### src/rtl/instr_encoder_if.sv
// Operand-bundle handshake and IMEM write bus for the instruction encoder.
// The master side drives the mnemonic and operand fields. The slave side
// (the encoder) returns in_ready and drives the IMEM write port.
interface instr_encoder_if #(
  parameter int ADDR_W = 8
);
  logic              in_valid;
  logic              in_ready;
  logic [4:0]        in_kind;
  logic [4:0]        in_rs;
  logic [4:0]        in_rt;
  logic [4:0]        in_rd;
  logic [4:0]        in_shamt;
  logic [15:0]       in_imm;
  logic [25:0]       in_addr;
  logic              imem_wren;
  logic [ADDR_W-1:0] imem_addr;
  logic [31:0]       imem_data;

  modport master (
    output in_valid, in_kind, in_rs, in_rt, in_rd, in_shamt, in_imm, in_addr,
    input  in_ready, imem_wren, imem_addr, imem_data
  );

  modport slave (
    input  in_valid, in_kind, in_rs, in_rt, in_rd, in_shamt, in_imm, in_addr,
    output in_ready, imem_wren, imem_addr, imem_data
  );
endinterface

### src/rtl/instr_encoder.sv
// instr_encoder: packs mnemonic + operand fields into 32-bit MIPS words and
// writes them to consecutive IMEM addresses, starting at start_addr.
// Optional feature macro: BRANCH_REL_EN. When it is defined, BEQ/BNE take an
// absolute target word address and encode it relative to the next address.
module instr_encoder #(
  parameter int ADDR_W = 8
) (
  input  logic              clk,
  input  logic              rst,
  input  logic              start,
  input  logic [ADDR_W-1:0] start_addr,
  input  logic              stop,
  instr_encoder_if.slave    bus,
  output logic [ADDR_W:0]   word_count,
  output logic              full,
  output logic              err,
  output logic              done
);

  typedef enum logic [1:0] {
    ST_IDLE = 2'd0,
    ST_RUN  = 2'd1,
    ST_FULL = 2'd2
  } state_t;

  state_t            state_q, state_d;
  logic [ADDR_W-1:0] counter_q;
  logic [ADDR_W:0]   wc_q;
  logic              wren_q;
  logic [ADDR_W-1:0] addr_q;
  logic [31:0]       data_q;
  logic              full_q;
  logic              err_q;
  logic              done_q;

  logic              in_ready_s;
  logic              accept_s;
  logic              legal_s;
  logic              last_s;
  logic [15:0]       br_imm_s;
  logic [31:0]       enc_s;

  // Pack one instruction word. Forced-zero fields are applied here.
  function automatic logic [31:0] encode(
    input logic [4:0]  kind,
    input logic [4:0]  rs,
    input logic [4:0]  rt,
    input logic [4:0]  rd,
    input logic [4:0]  sh,
    input logic [15:0] imm,
    input logic [15:0] br_imm,
    input logic [25:0] jaddr
  );
    logic [31:0] w;
    w = 32'h0000_0000;
    case (kind)
      5'd0:    w = {6'h00, 5'd0, rt, rd, sh, 6'h00};      // SLL
      5'd1:    w = {6'h00, 5'd0, rt, rd, sh, 6'h02};      // SRL
      5'd2:    w = {6'h00, 5'd0, rt, rd, sh, 6'h03};      // SRA
      5'd3:    w = {6'h00, rs, 15'd0, 6'h08};             // JR
      5'd4:    w = {6'h00, rs, rt, rd, 5'd0, 6'h20};      // ADD
      5'd5:    w = {6'h00, rs, rt, rd, 5'd0, 6'h21};      // ADDU
      5'd6:    w = {6'h00, rs, rt, rd, 5'd0, 6'h22};      // SUB
      5'd7:    w = {6'h00, rs, rt, rd, 5'd0, 6'h23};      // SUBU
      5'd8:    w = {6'h00, rs, rt, rd, 5'd0, 6'h24};      // AND
      5'd9:    w = {6'h00, rs, rt, rd, 5'd0, 6'h25};      // OR
      5'd10:   w = {6'h00, rs, rt, rd, 5'd0, 6'h26};      // XOR
      5'd11:   w = {6'h00, rs, rt, rd, 5'd0, 6'h27};      // NOR
      5'd12:   w = {6'h00, rs, rt, rd, 5'd0, 6'h2A};      // SLT
      5'd13:   w = {6'h02, jaddr};                        // J
      5'd14:   w = {6'h03, jaddr};                        // JAL
      5'd15:   w = {6'h04, rs, rt, br_imm};               // BEQ
      5'd16:   w = {6'h05, rs, rt, br_imm};               // BNE
      5'd17:   w = {6'h08, rs, rt, imm};                  // ADDI
      5'd18:   w = {6'h09, rs, rt, imm};                  // ADDIU
      5'd19:   w = {6'h0C, rs, rt, imm};                  // ANDI
      5'd20:   w = {6'h0D, rs, rt, imm};                  // ORI
      5'd21:   w = {6'h0E, rs, rt, imm};                  // XORI
      5'd22:   w = {6'h0F, 5'd0, rt, imm};                // LUI
      5'd23:   w = {6'h23, rs, rt, imm};                  // LW
      5'd24:   w = {6'h2B, rs, rt, imm};                  // SW
      default: w = 32'h0000_0000;
    endcase
    return w;
  endfunction

  // Handshake qualifiers, branch offset, and the word for the current bundle.
  always_comb begin
    in_ready_s = (state_q == ST_RUN) && !start && !stop;
    accept_s   = bus.in_valid && in_ready_s;
    legal_s    = (bus.in_kind <= 5'd24);
    last_s     = (counter_q == {ADDR_W{1'b1}});
`ifdef BRANCH_REL_EN
    // The offset is relative to the address after the branch, taken mod 2**16.
    br_imm_s   = bus.in_imm - (16'(counter_q) + 16'd1);
`else
    br_imm_s   = bus.in_imm;
`endif
    enc_s      = encode(bus.in_kind, bus.in_rs, bus.in_rt, bus.in_rd,
                        bus.in_shamt, bus.in_imm, br_imm_s, bus.in_addr);
  end

  // Session FSM next state; start always wins over stop.
  always_comb begin
    state_d = state_q;
    if (start) begin
      state_d = ST_RUN;
    end else begin
      case (state_q)
        ST_IDLE: state_d = ST_IDLE;
        ST_RUN: begin
          if (stop) begin
            state_d = ST_IDLE;
          end else if (accept_s && legal_s && last_s) begin
            state_d = ST_FULL;
          end else begin
            state_d = ST_RUN;
          end
        end
        ST_FULL: begin
          if (stop) begin
            state_d = ST_IDLE;
          end else begin
            state_d = ST_FULL;
          end
        end
        default: state_d = ST_IDLE;
      endcase
    end
  end

  // State, address counter, session status and the registered IMEM write port.
  always_ff @(posedge clk) begin
    if (rst) begin
      state_q   <= ST_IDLE;
      counter_q <= {ADDR_W{1'b0}};
      wc_q      <= {(ADDR_W+1){1'b0}};
      wren_q    <= 1'b0;
      addr_q    <= {ADDR_W{1'b0}};
      data_q    <= 32'h0000_0000;
      full_q    <= 1'b0;
      err_q     <= 1'b0;
      done_q    <= 1'b0;
    end else begin
      state_q <= state_d;
      wren_q  <= accept_s && legal_s;
      done_q  <= 1'b0;
      if (start) begin
        counter_q <= start_addr;
        wc_q      <= {(ADDR_W+1){1'b0}};
        err_q     <= 1'b0;
        full_q    <= 1'b0;
      end else if (stop && (state_q != ST_IDLE)) begin
        done_q <= 1'b1;
      end else if (accept_s) begin
        if (legal_s) begin
          addr_q <= counter_q;
          data_q <= enc_s;
          wc_q   <= wc_q + {{ADDR_W{1'b0}}, 1'b1};
          if (last_s) begin
            // The counter never wraps: it parks on the last address.
            full_q <= 1'b1;
          end else begin
            counter_q <= counter_q + {{(ADDR_W-1){1'b0}}, 1'b1};
          end
        end else begin
          err_q <= 1'b1;
        end
      end
    end
  end

  // A write still in flight when reset arrives never reaches the IMEM.
  assign bus.imem_wren = wren_q && !rst;
  assign bus.imem_addr = addr_q;
  assign bus.imem_data = data_q;
  assign bus.in_ready  = in_ready_s;
  assign word_count    = wc_q;
  assign full          = full_q;
  assign err           = err_q;
  assign done          = done_q;

endmodule

### src/flat_wrapper.sv
// flat-port wrapper written by rule: the top's interface ports become plain ports
module instr_encoder_flat 
#(
  parameter int ADDR_W = 8
)
  (clk, rst, start, start_addr, stop, word_count, full, err, done, bus_in_valid, bus_in_kind, bus_in_rs, bus_in_rt, bus_in_rd, bus_in_shamt, bus_in_imm, bus_in_addr, bus_in_ready, bus_imem_wren, bus_imem_addr, bus_imem_data);
  instr_encoder_if #(.ADDR_W(ADDR_W)) bus_i ();
  input  logic clk;
  input  logic rst;
  input  logic start;
  input  logic [ADDR_W-1:0] start_addr;
  input  logic stop;
  output logic [ADDR_W:0] word_count;
  output logic full;
  output logic err;
  output logic done;
  input wire logic [$bits(bus_i.in_valid)-1:0] bus_in_valid;
  input wire logic [$bits(bus_i.in_kind)-1:0] bus_in_kind;
  input wire logic [$bits(bus_i.in_rs)-1:0] bus_in_rs;
  input wire logic [$bits(bus_i.in_rt)-1:0] bus_in_rt;
  input wire logic [$bits(bus_i.in_rd)-1:0] bus_in_rd;
  input wire logic [$bits(bus_i.in_shamt)-1:0] bus_in_shamt;
  input wire logic [$bits(bus_i.in_imm)-1:0] bus_in_imm;
  input wire logic [$bits(bus_i.in_addr)-1:0] bus_in_addr;
  output wire logic [$bits(bus_i.in_ready)-1:0] bus_in_ready;
  output wire logic [$bits(bus_i.imem_wren)-1:0] bus_imem_wren;
  output wire logic [$bits(bus_i.imem_addr)-1:0] bus_imem_addr;
  output wire logic [$bits(bus_i.imem_data)-1:0] bus_imem_data;
  assign bus_i.in_valid = bus_in_valid;
  assign bus_i.in_kind = bus_in_kind;
  assign bus_i.in_rs = bus_in_rs;
  assign bus_i.in_rt = bus_in_rt;
  assign bus_i.in_rd = bus_in_rd;
  assign bus_i.in_shamt = bus_in_shamt;
  assign bus_i.in_imm = bus_in_imm;
  assign bus_i.in_addr = bus_in_addr;
  assign bus_in_ready = bus_i.in_ready;
  assign bus_imem_wren = bus_i.imem_wren;
  assign bus_imem_addr = bus_i.imem_addr;
  assign bus_imem_data = bus_i.imem_data;
  instr_encoder #(.ADDR_W(ADDR_W)) u_core (.clk(clk), .rst(rst), .start(start), .start_addr(start_addr), .stop(stop), .bus(bus_i), .word_count(word_count), .full(full), .err(err), .done(done));
endmodule
### config.mk
export PLATFORM = sky130hd
export DESIGN_NAME = instr_encoder_flat
export DESIGN_NICKNAME = d
export VERILOG_FILES = /design/src/rtl/instr_encoder_if.sv /design/src/rtl/instr_encoder.sv /design/src/flat_wrapper.sv
export SDC_FILE = /design/constraint.sdc
export NUM_CORES = 1
export LEC_CHECK = 0
export ABC_AREA = 1
export CORE_UTILIZATION = 30
export DETAILED_ROUTE_END_ITERATION = 7
export GPL_TIMING_DRIVEN = 0
export PLACE_DENSITY = 0.65
export SLEW_MARGIN = 20
export SYNTH_ARGS = -nofsm -noshare
export SYNTH_HDL_FRONTEND = slang
export SYNTH_SLANG_ARGS = --single-unit
### constraint.sdc
create_clock -name clk -period 1.8 [get_ports clk]
set_clock_uncertainty 0.1 [all_clocks]
set_input_delay 0.36 -clock clk [delete_from_list [all_inputs] [get_ports clk]]
set_output_delay 0.36 -clock clk [all_outputs]
set_load 0.01 [all_outputs]
== After elaboration in Yosys (flattened, before gate mapping) ==
Cells that the tools add are included.

* Equal/unequal tests: 29
* $mul: 0
* Divide/modulo/power cells: 0
* Shifts and indexed selects: 0
* Bitwise operators: 3
* Muxes and demuxes: 12
* Reduce and logical (&&, ||, !) cells: 20
* Magnitude comparators: 1
* Add/sub/neg operators: 2

{| class="wikitable"
|+ Operators by type and width
! cell !! number
|-
| one-hot mux 32 bit (25 select lines) || 1
|-
| equality test 5 bit, second input constant || 9
|-
| equality test 5 x 4 -> 1 bit, second input constant || 8
|-
| two-way mux 8 bit || 5
|-
| equality test 5 x 3 -> 1 bit, second input constant || 4
|-
| AND reduction 4 bit || 3
|-
| equality test 5 x 2 -> 1 bit, second input constant || 2
|-
| adder 9 x 1 -> 9 bit, second input constant || 1
|-
| adder 8 x 1 -> 8 bit, second input constant || 1
|-
| equality test 8 bit, second input constant || 1
|-
| logical AND 1 bit || 7
|-
| two-way mux 2 bit || 3
|-
| AND reduction 3 bit || 2
|-
| nonzero test 2 bit || 3
|-
| equality test 5 x 1 -> 1 bit, second input constant || 1
|-
| less-or-equal comparator 5 bit, second input constant || 1
|-
| logical NOT 5 bit || 1
|-
| inequality test 2 bit, second input constant || 2
|-
| one-hot mux 2 bit (2 select lines) || 1
|-
| logical NOT 1 bit || 3
|-
| NOT 1 bit || 3
|-
| equality test 2 x 1 -> 1 bit, second input constant || 1
|-
| equality test 2 bit, second input constant || 1
|-
| two-way mux 1 bit || 2
|-
| OR reduction 2 bit || 1
|}

* Bits in read-only memories: 0
* Memories kept: 0
* Register bits after elaboration: 63
* Logic and storage cells: 77
* Latch bits: 0
* RAM bits: 0

== Depth between registers and ports, before layout ==
Gate-level depths: netlist of run 1.

* Word-level depth: 10
* Mapped depth: 13

== Worst setup path after synthesis of run 1 ==
Ideal clock, no wire load.

* Path type: input port to flip-flop
* Start: input port start
* End: register u_core.counter_q[5]
* Stages on the path: 12
* Path buffers: 2
* Arrival time: 1608 ps
* Library setup time: 132 ps
* Slack: -41 ps
* Cell sequence: buf_2 > clkinv_2 > nand2_1 > nor2_1 > nand2_1 > inv_1 > nand2_1 > buf_6 > o21ai_4 > inv_2 > nand2_1 > a21oi_1

* Cells in the longest elaborated chain, start to end: 6
* Elaborated cells between the ends (all ways): 10
* Those cells by class: eq/ne: 2; mux: 1; reduce/logical: 7

{| class="wikitable"
|+ Ends and longest elaborated chain
! element !! RTL line !! source
|-
| start, declared || flat_wrapper.sv:10 || <nowiki>input logic start;</nowiki>
|-
| logical NOT 1 bit || instr_encoder.sv:89 || <nowiki>in_ready_s = (state_q == ST_RUN) && !start && !stop;</nowiki>
|-
| logical AND 1 bit (2 in series) || instr_encoder.sv:89 ||
|-
| net bus_in_ready || flat_wrapper.sv:25 || <nowiki>output wire logic [$bits(bus_i.in_ready)-1:0] bus_in_ready;</nowiki>
|-
| logical AND 1 bit || instr_encoder.sv:90 || <nowiki>accept_s = bus.in_valid && in_ready_s;</nowiki>
|-
| nonzero test 2 bit (no line) || n/a ||
|-
| AND reduction 4 bit (no line) || n/a ||
|-
| end signal, assigned || instr_encoder.sv:136 || <nowiki>counter_q <= {ADDR_W{1'b0}};</nowiki>
|-
| end signal, assigned || instr_encoder.sv:149 || <nowiki>counter_q <= start_addr;</nowiki>
|-
| end signal, assigned || instr_encoder.sv:164 || <nowiki>counter_q <= counter_q + {{(ADDR_W-1){1'b0}}, 1'b1};</nowiki>
|-
| end, declared || instr_encoder.sv:27 || <nowiki>logic [ADDR_W-1:0] counter_q;</nowiki>
|}

The timed path passes the listed nets, and every way through them passes these cells.
A chain may end at the register's enable or synchronous reset.

== Worst setup path in the final report of run 1 ==
* Start: register u_core.wc_q[1] (netlist: u_core.word_count[1])
* End: output port word_count[1]

{| class="wikitable"
|+ RTL lines
! element !! RTL line !! source
|-
| start, declared || instr_encoder.sv:28 || <nowiki>logic [ADDR_W:0] wc_q;</nowiki>
|-
| start signal, assigned || instr_encoder.sv:137 || <nowiki>wc_q <= {(ADDR_W+1){1'b0}};</nowiki>
|-
| start signal, assigned || instr_encoder.sv:150 || <nowiki>wc_q <= {(ADDR_W+1){1'b0}};</nowiki>
|-
| start signal, assigned || instr_encoder.sv:159 || <nowiki>wc_q <= wc_q + {{ADDR_W{1'b0}}, 1'b1};</nowiki>
|-
| end, declared || flat_wrapper.sv:13 || <nowiki>output logic [ADDR_W:0] word_count;</nowiki>
|}

No word-level cell between the ends.

==> impl_metrics.json, run 1 <==
{
  "internal_power_mw": 2.73,
  "grt_pass1_wl_um": 19000,
  "synth_cell_types": 42,
  "drt_iter0_drc": 182,
  "crit_slowest_cell": "clkdlybuf4s50_1",
  "rows": 39,
  "vias": 4135,
  "hold_ws_ns": 0.347,
  "seqPwrFrac_pct": 38.6,
  "netlist_instances": 548,
  "clkSlewWorstSetupHoldPaths_ns": 0.06,
  "finish.utilization_pct": 48.6,
  "yosysWarnings": 0,
  "root_buffer": "clkbuf_16",
  "swShare_pct": 25.7,
  "power_switching_mw": 0.946,
  "clkSinkCount": 62,
  "cp-start-kind": "flip-flop",
  "dp_hpwl_um": 9060,
  "first_pass_iters": 5,
  "antenna_cells": 0,
  "cts_made_buffers": 9,
  "fmax_ghz": 0.565,
  "dp.cells": 820,
  "clk_latency_ns": 0.32,
  "port_buffers": 129,
  "finalSetupTns_ns": 0,
  "min_path_type": "primary input to flip-flop",
  "clkPwrFrac_pct": 44.7,
  "timing.final.crit_share_pct": 98.3,
  "combPwrFrac_pct": 16.6,
  "area_delta_synth_final_pct": 57.4,
  "critPathMaxStageDelay_ns": 0.58,
  "antenna_found_initial": 0,
  "p_per_area_nw_per_um2": 661,
  "leakage_nw": 2.29,
  "io_pins": 134,
  "wl_per_cell_um": 14.4,
  "grt_pass1_vias": 3939,
  "r2r-start": "u_core.state_q[1]",
  "stdcell_count": 850,
  "postSynthAreaPerCell_um2": 6.46,
  "die_x_um": 111,
  "place_congestion": 0.920,
  "hp-start": "start",
  "crit_path_end_kind": "output port",
  "crit_type": "flip-flop to output port",
  "ys_seq_elements": 62,
  "path_buf_inv": 1,
  "worstSetupStartpoint": "u_core.word_count[1]",
  "critPathArrivalTime_ns": 1.31,
  "ctsHoldBuffers": 0,
  "period_needed_ns": 1.77,
  "syn_area_um2": 3540,
  "place_ws_ns": -1.07,
  "setup_viol": 0,
  "synth.net_count": 633,
  "cp.required_ns": 1.34,
  "grt_max_degree": 11,
  "nNetsFinal": 787,
  "die_h_um": 111,
  "placed_cell_area_um2": 5010,
  "status": "complete, no violations",
  "cts_tree": "done",
  "antenna_left": 0,
  "core_area_um2": 11500,
  "crit_chain": "clkdlybuf4s50_1",
  "clockBufferDepth": 2,
  "crit_fanout": 4,
  "htree_levels": 3,
  "p_total_mw": 3.68,
  "routed_wl_um": 12300,
  "finalWorstSetupSlack_ns": 0.0307,
  "hold_viol": 0,
  "drc": 0,
  "report.final.slew_viol_count": 0,
  "initial_core_util_pct": 30.9,
  "max_cap_violations": 0,
  "drive_gt1_share_pct": 16.7,
  "vias_per_cell": 4.86,
  "seq_area_frac_synth_pct": 35.1,
  "grt-ovfl-total": 0,
  "grtUsageTotal_pct": 19.4,
  "crit_family": "buffers and inverters",
  "die_area_um2": 12200,
  "fin_area_um2": 5570,
  "ir_drop_mv": 0.537
}
==> worst min-delay path: cells and delay by family <==
kind / cells / cell delay (ns)
buf+inv: 2 / 0.29
compound gates: 1 / 0.07
==> path summary, 6_finish.rpt <==
path                                       endpoint  slack (ns)  depth (start not counted)
worst min register to register          u_core.full        0.35                          2
worst min-delay path              u_core.state_q[0]        0.35                          3
worst max-delay path                  word_count[1]        0.03                          1
worst max register to register  u_core.counter_q[2]        0.04                         12
==> cell families after synthesis <==
kind of cell / count (synthesis) / share of synthesized area (%)
other: 1 / 0.106
buffers and inverters: 69 / 8.98
multiplexers: 1 / 0.283
AO/OA/AOI/OAI: 88 / 13.7
flip-flops: 62 / 35.1
XOR/XNOR: 8 / 1.98
adder cells (fa/ha/maj): 5 / 1.77
AND/OR/NAND/NOR: 314 / 38.1
==> synth_stat cells, drive strengths merged <==
cell type	n	area [µm²]
buf	19	129
o211ai	1	7.51
o21ai	28	155
nand2	195	752
o21a	1	7.51
nor3	3	26.3
nand4	12	75.1
o22ai	1	6.26
o31ai	3	22.5
nand3	39	205
xor2	6	52.6
nor4	1	6.26
conb	1	3.75
nor2	63	277
ha	5	62.6
a21o	1	7.51
clkbuf	5	18.8
clkinv	3	12.5
a31oi	1	6.26
mux2i	1	10.0
a21oi	49	249
nor3b	1	7.51
dfxtp	62	1240
xnor2	2	17.5
a21boi	1	7.51
inv	42	158
a22oi	2	15.0
==> registers in the layout, indices dropped and copies added (netlist names) <==
| signal | count |
|---|---|
| u_core.bus.imem_addr | 8 |
| u_core.full | 1 |
| u_core.word_count | 9 |
| u_core.err | 1 |
| u_core.bus.imem_data | 31 |
| u_core.counter_q | 8 |
| u_core.wren_q | 1 |
| u_core.done | 1 |
| u_core.state_q | 2 |
==> layer usage <==
metal	global-route usage (%)	share of wire [%]	vias to the layer above
li1	-	-	2074
met5	0	0	-
met3	5.43	7.0	19
met1	22.7	41	1888
met4	5.60	1.7	0
met2	34.3	50	154
==> what timing repair did <==
item	4_1_cts	5_1_grt
endpoints found under the setup margin	63	60
buffers inserted	7	4
gates resized for setup	33	43
pin swaps	5	10
cloned	1	3
==> cell type report <==
cell class / count / area (µm²)
plain buffers: 23 / 185
multi-input cells: 418 / 2110
well taps: 143 / 179
inverters: 45 / 170
flip-flops and latches: 62 / 1250
repair buffers: 143 / 1390
clock inverters: 3 / 17.5
fillers: 1135 / 5900
clock buffers: 13 / 270
==> cells in the final DEF (no fill, tap or decap), types with 10 or more instances in the layout <==
| master | Yosys | layout |
|---|---|---|
| a21oi_1 | 48 | 47 |
| nand4_1 | 12 | 12 |
| nand2_1 | 189 | 182 |
| clkdlybuf4s50_1 | 0 | 123 |
| o21ai_0 | 20 | 19 |
| nor2_2 | 4 | 10 |
| nand3_1 | 37 | 33 |
| nor2_1 | 55 | 45 |
| inv_1 | 33 | 31 |
| nand2_2 | 5 | 11 |
| inv_2 | 9 | 11 |
| buf_4 | 9 | 14 |
| dfxtp_1 | 62 | 55 |
==> power by group through the flow <==
stage | clock network, mW | logic (mW) | registers (mW)
6_report | 1.65 | 0.611 | 1.42
3_5_place_dp | 0 | 0.563 | 1.45
3_3_place_gp | 0 | 0.557 | 1.45
4_1_cts | 1.67 | 0.583 | 1.42
5_1_grt | 1.75 | 0.672 | 1.42
2_1_floorplan | 0 | 0.277 | 1.45
Note: power is estimated with default switching activity, not from simulation.
==> run 2, diff against run 1 <==
Settings changed: TNS_END_PERCENT from default to 100.
==> results of run 2 <==
The final DEF is identical to that of run 1; final timing and power are the same.
